`src/rtl/args_div.sv`:
```
// args_div: sequential unsigned divider for averaging (argument sum / count).
// One restoring-division step per cycle, MSB first, with a fixed W-cycle
// latency that does not depend on the operands, even for a zero divisor.
// Operands enter through a valid/ready handshake in IDLE. The result is held
// in DONE until the consumer takes it.
// W must be at least 2, and D must satisfy 1 <= D <= W.

module args_div #(
   parameter int W = 14,
   parameter int D = 4
) (
   input  logic         clk,
   input  logic         rst,
   input  logic         in_valid,
   output logic         in_ready,
   input  logic [W-1:0] dividend,
   input  logic [D-1:0] divisor,
   output logic         out_valid,
   input  logic         out_ready,
   output logic [W-1:0] quotient,
   output logic [D-1:0] remainder,
   output logic         div_zero
);

   localparam int CW = (W > 1) ? $clog2(W) : 1;

   typedef enum logic [1:0] {
      IDLE,
      BUSY,
      DONE
   } state_t;

   state_t state;

   // The dividend register shifts out dividend bits at the top and takes in
   // quotient bits at the bottom, so it holds the full quotient after W steps.
   logic [W-1:0]  dvd_work;
   logic [D-1:0]  dvs_reg;
   logic [D-1:0]  rem_work;
   logic [CW-1:0] bit_cnt;

   logic [D:0]    shifted;
   logic          dvs_zero;
   logic          take;
   logic          q_bit;
   logic [D-1:0]  rem_next;

   // One restoring step. The partial remainder is always below the divisor,
   // so D bits are enough to store it and D+1 bits are enough to shift it.
   // A zero divisor forces a quotient bit of 1 and keeps the remainder cleared.
   always_comb begin
      shifted  = {rem_work, dvd_work[W-1]};
      dvs_zero = (dvs_reg == '0);
      take     = !dvs_zero && (shifted >= {1'b0, dvs_reg});
      q_bit    = take | dvs_zero;
      rem_next = shifted[D-1:0];
      if (dvs_zero) begin
         rem_next = '0;
      end else if (take) begin
         rem_next = D'(shifted - {1'b0, dvs_reg});
      end
   end

   // Control FSM, datapath registers and registered handshake/result outputs.
   always_ff @(posedge clk) begin
      if (rst) begin
         state     <= IDLE;
         in_ready  <= 1'b1;
         out_valid <= 1'b0;
         quotient  <= '0;
         remainder <= '0;
         div_zero  <= 1'b0;
         dvd_work  <= '0;
         dvs_reg   <= '0;
         rem_work  <= '0;
         bit_cnt   <= '0;
      end else begin
         case (state)
            IDLE: begin
               if (in_valid && in_ready) begin
                  dvd_work <= dividend;
                  dvs_reg  <= divisor;
                  rem_work <= '0;
                  bit_cnt  <= CW'(W - 1);
                  in_ready <= 1'b0;
                  state    <= BUSY;
               end
            end
            BUSY: begin
               dvd_work <= {dvd_work[W-2:0], q_bit};
               rem_work <= rem_next;
               if (bit_cnt == '0) begin
                  quotient  <= {dvd_work[W-2:0], q_bit};
                  remainder <= rem_next;
                  div_zero  <= dvs_zero;
                  out_valid <= 1'b1;
                  state     <= DONE;
               end else begin
                  bit_cnt <= bit_cnt - 1'b1;
               end
            end
            DONE: begin
               if (out_ready) begin
                  out_valid <= 1'b0;
                  in_ready  <= 1'b1;
                  state     <= IDLE;
               end
            end
            default: begin
               out_valid <= 1'b0;
               in_ready  <= 1'b1;
               state     <= IDLE;
            end
         endcase
      end
   end

endmodule

```
`config.mk`:
```
export PLATFORM = sky130hd
export DESIGN_NAME = args_div
export DESIGN_NICKNAME = d
export VERILOG_FILES = /design/src/rtl/args_div.sv
export SDC_FILE = /design/constraint.sdc
export NUM_CORES = 1
export LEC_CHECK = 0
export CAP_MARGIN = 20
export CORE_MARGIN = 2
export CORE_UTILIZATION = 48
export DETAILED_ROUTE_END_ITERATION = 12
export GPL_TIMING_DRIVEN = 0
export HOLD_SLACK_MARGIN = 0.02
export PLACE_DENSITY_LB_ADDON = 0.1
export SYNTH_ARGS = -nofsm -noshare
export SYNTH_HDL_FRONTEND = slang
export SYNTH_SLANG_ARGS = --single-unit
```
`constraint.sdc`:
```
create_clock -name clk -period 3 [get_ports clk]
set_input_delay 0.45 -clock clk [delete_from_list [all_inputs] [get_ports clk]]
set_output_delay 0.45 -clock clk [all_outputs]
set_load 0.1 [all_outputs]
```
==> run summary <==
Highest-count cells in the layout ignoring fill and taps: sky130_fd_sc_hd__nand2_1, sky130_fd_sc_hd__dfxtp_1, sky130_fd_sc_hd__clkdlybuf4s50_1
Global router's overall resource usage: 20.4%
Boundary Pins: 43
Clock insertion delay at the later pin of the skew report: 300 ps
GRT Max-Usage Layer: met2
Clock tree from TritonCTS: done
Clk sink count: 49
First-pass DRT Iterations: 4
Die boundary height: 71.7 µm
Placed cells: 360
Number of flip-flops and latches in the synthesized netlist: 49
Min cycle time layout: 2350 ps
Worst-case setup slack after placement: 979 ps
Top Family by Delay on Critical Path: buffers and inverters
Sum of net half-perimeters after detailed placement: 3.48 mm
Sequential element share of the synthesized area: 44.6%
Slew at the pin closest to its max-slew limit: 979 ps
Number of buffers on the longest clock path: 2
H-tree lvl count: 2
Ordered cell list for the critical path: clkdlybuf4s50_1
RSZ-0062 raised after global routing: false
Max stage delay cell, worst path: sky130_fd_sc_hd__clkdlybuf4s50_1
Maximum fanout count along the critical path: 6
Initial antenna violation count: 0
Critical Path Start Type: flop
Max Cap Violations: 0
Core area: 4380 µm²
Worst flop-to-flop path startpoint: dvs_reg[2]
Worst-path clk slew: 90 ps
Proportion of layout cells with a drive suffix above 1: 10.1%
Setup Viol. Count Final: 0
Met3 track utilization from global routing: 5.77%
Pin count of the biggest net entering global routing: 15
Area growth syn-to-layout: 26.2%
Simple-gate portion of the synthesized area: 25.1%
Main combinational cell family by area after synthesis: simple AND/OR/NAND/NOR gates
Worst path max stage delay: 1180 ps
Detailed-route vias per instance: 5.13
Most common flop cell mapped by yosys: sky130_fd_sc_hd__dfxtp_1
Result of the run: complete, no violations
DRC errors left: 0
Registers with the most flip-flops: dvd_work: 14 flops, quotient: 14 flops
Met2 Track Usage GR: 30.2%
Post-CTS setup buffers: 0
Cell area after technology mapping: 2200 µm²
Share of the synthesized netlist area taken by xor and xnor gates: 1.19%
Via count of the first global-routing pass: 1745
Power per Cell Area: 607 nW/µm²
Vias: 1889
Wire length per cell: 13.1 µm
Worst ir drop on vdd: 389 µV
Post-synthesis compound-gate area fraction: 18.6%
Count of unique library cells instantiated by Yosys: 40
Relative max-transition margin: 34.5%
Share of synthesized cell area in full adder, half adder and majority cells: 3.75%
GRT met1 Usage: 28.6%
Share of the cycle needed by the critical path after routing: 78.5%
Post-route antenna net violation count: 0
Skew final: 5.48 ps
Proportion of register bits with asynchronous set or reset after synthesis: 0%
Total leakage power: 1.03 nW
Antenna cells: 0
Cells resized by post-CTS repair: 0
Number of rows in the core area: 24
Critical path buffers and inverters: 1
Total power after layout: 0.00169 W
Post-synth net total: 295
Die outline area: 5140 µm²
Total wirelength of the detailed-routed design: 4.84 mm
Hold Vio Cnt, Final: 0
Fmax: 425 MHz
Max Transition Viols Final: 0
Data required time at the worst endpoint: 2550 ps
Chip Width: 71.7 µm
Wire length of the first global-routing pass: 8.16 mm
Slack of the critical path: 645 ps
Grt total ovfl: 0
Number of buffers inserted during clock tree synthesis: 5
Post-synthesis mux area share: 1.36%
Crit path arrival time: 1900 ps
Startpoint-to-endpoint class of the critical path: reg -> out
Net total in the final layout: 343
Count of port buffers added during placement: 41
Count of flip-flops with a built-in enable after synthesis: 0
Sum Neg Setup Slack: 0 ps
CTS Hold Buffers Added: 0
Routability congestion estimate: 0.854
Critical path endpoint category: primary output
Initial DRC Count: 106
Hold_sp: remainder[3]
Number of non-filler instances in the completed layout: 368
Hold WC Path Type: reg -> reg
Yosys Warn Count: 0
Buffer cell driving the clock tree root: sky130_fd_sc_hd__clkbuf_8
Avg Cell Area, Syn: 8.24 µm²
First element of the critical path: in_ready
Gate count after technology mapping: 267
Starting Density: 50.2%
Most common cell after layout, fill and taps aside: sky130_fd_sc_hd__nand2_1
[layer usage]
layer | routed length, µm | up-vias
li1 | - | 1001
met1 | 2450 | 838
met2 | 2100 | 42
met3 | 216 | 8
met4 | 76 | 0
met5 | 0 | -
[layout make-up]
class	instances	area [µm²]
fillers	401	1610
multi-input cells	193	1100
flip-flops and latches	49	981
clock buffers	7	96.3
inverters	10	37.5
plain buffers	15	80.1
well taps	52	65.1
repair buffers	41	410
clock inverters	1	5.00
[cell usage after synthesis (2+ instances only)]
cell type                   n  area (µm²)
sky130_fd_sc_hd__a21oi_1   27         135
sky130_fd_sc_hd__a22o_1     4        35.0
sky130_fd_sc_hd__a311oi_1   9        78.8
sky130_fd_sc_hd__a311oi_2   5        75.1
sky130_fd_sc_hd__a31oi_1    3        18.8
sky130_fd_sc_hd__buf_2      7        35.0
sky130_fd_sc_hd__buf_4      2        15.0
sky130_fd_sc_hd__clkbuf_1   5        18.8
sky130_fd_sc_hd__dfxtp_1   49         981
sky130_fd_sc_hd__ha_1       5        62.6
sky130_fd_sc_hd__inv_1     10        37.5
sky130_fd_sc_hd__mux2i_1    3        30.0
sky130_fd_sc_hd__nand2_1   74         278
sky130_fd_sc_hd__nand2b_1   2        12.5
sky130_fd_sc_hd__nor2_1    30         113
sky130_fd_sc_hd__nor3_1     2        10.0
sky130_fd_sc_hd__nor4_2     2        25.0
sky130_fd_sc_hd__o21ai_0    2        10.0
sky130_fd_sc_hd__o21ai_1    4        20.0
sky130_fd_sc_hd__xnor2_1    2        17.5
[power by group]
part	switching, W	internal, W
combinational	0.000313	0.000183
sequential	0.0000533	0.000712
clock	0.000217	0.000209
[cell families (layout without fill, tap and decap cells)]
kind of cell / count (synthesis) / after routing
fa+ha+maj: 6 / 6
xor+xnor: 3 / 3
mux: 3 / 3
compound gates: 58 / 58
flops: 49 / 49
simple gates: 123 / 123
buf+inv: 25 / 74
[worst paths after layout]
check	to	slack (ps)	depth (start not counted)
max	in_ready	650	1
min	remainder[3]	450	2
max reg2reg	rem_work[3]	1180	8
min reg2reg	remainder[3]	450	2
[through the flow]
| stage | util (%) | hold slack (ps) | area, µm² |
|---|---|---|---|
| final | 63.4 | 448 | 2780 |
| after global routing | 63.4 | 470 | 2780 |
| after detailed placement | 61.0 | 441 | 2680 |
| after floorplan | - | 426 | 2200 |
| after CTS | 63.4 | 453 | 2780 |
| after global placement | 61.0 | 439 | 2680 |
No activity file was read; power rests on OpenSTA's default activity.
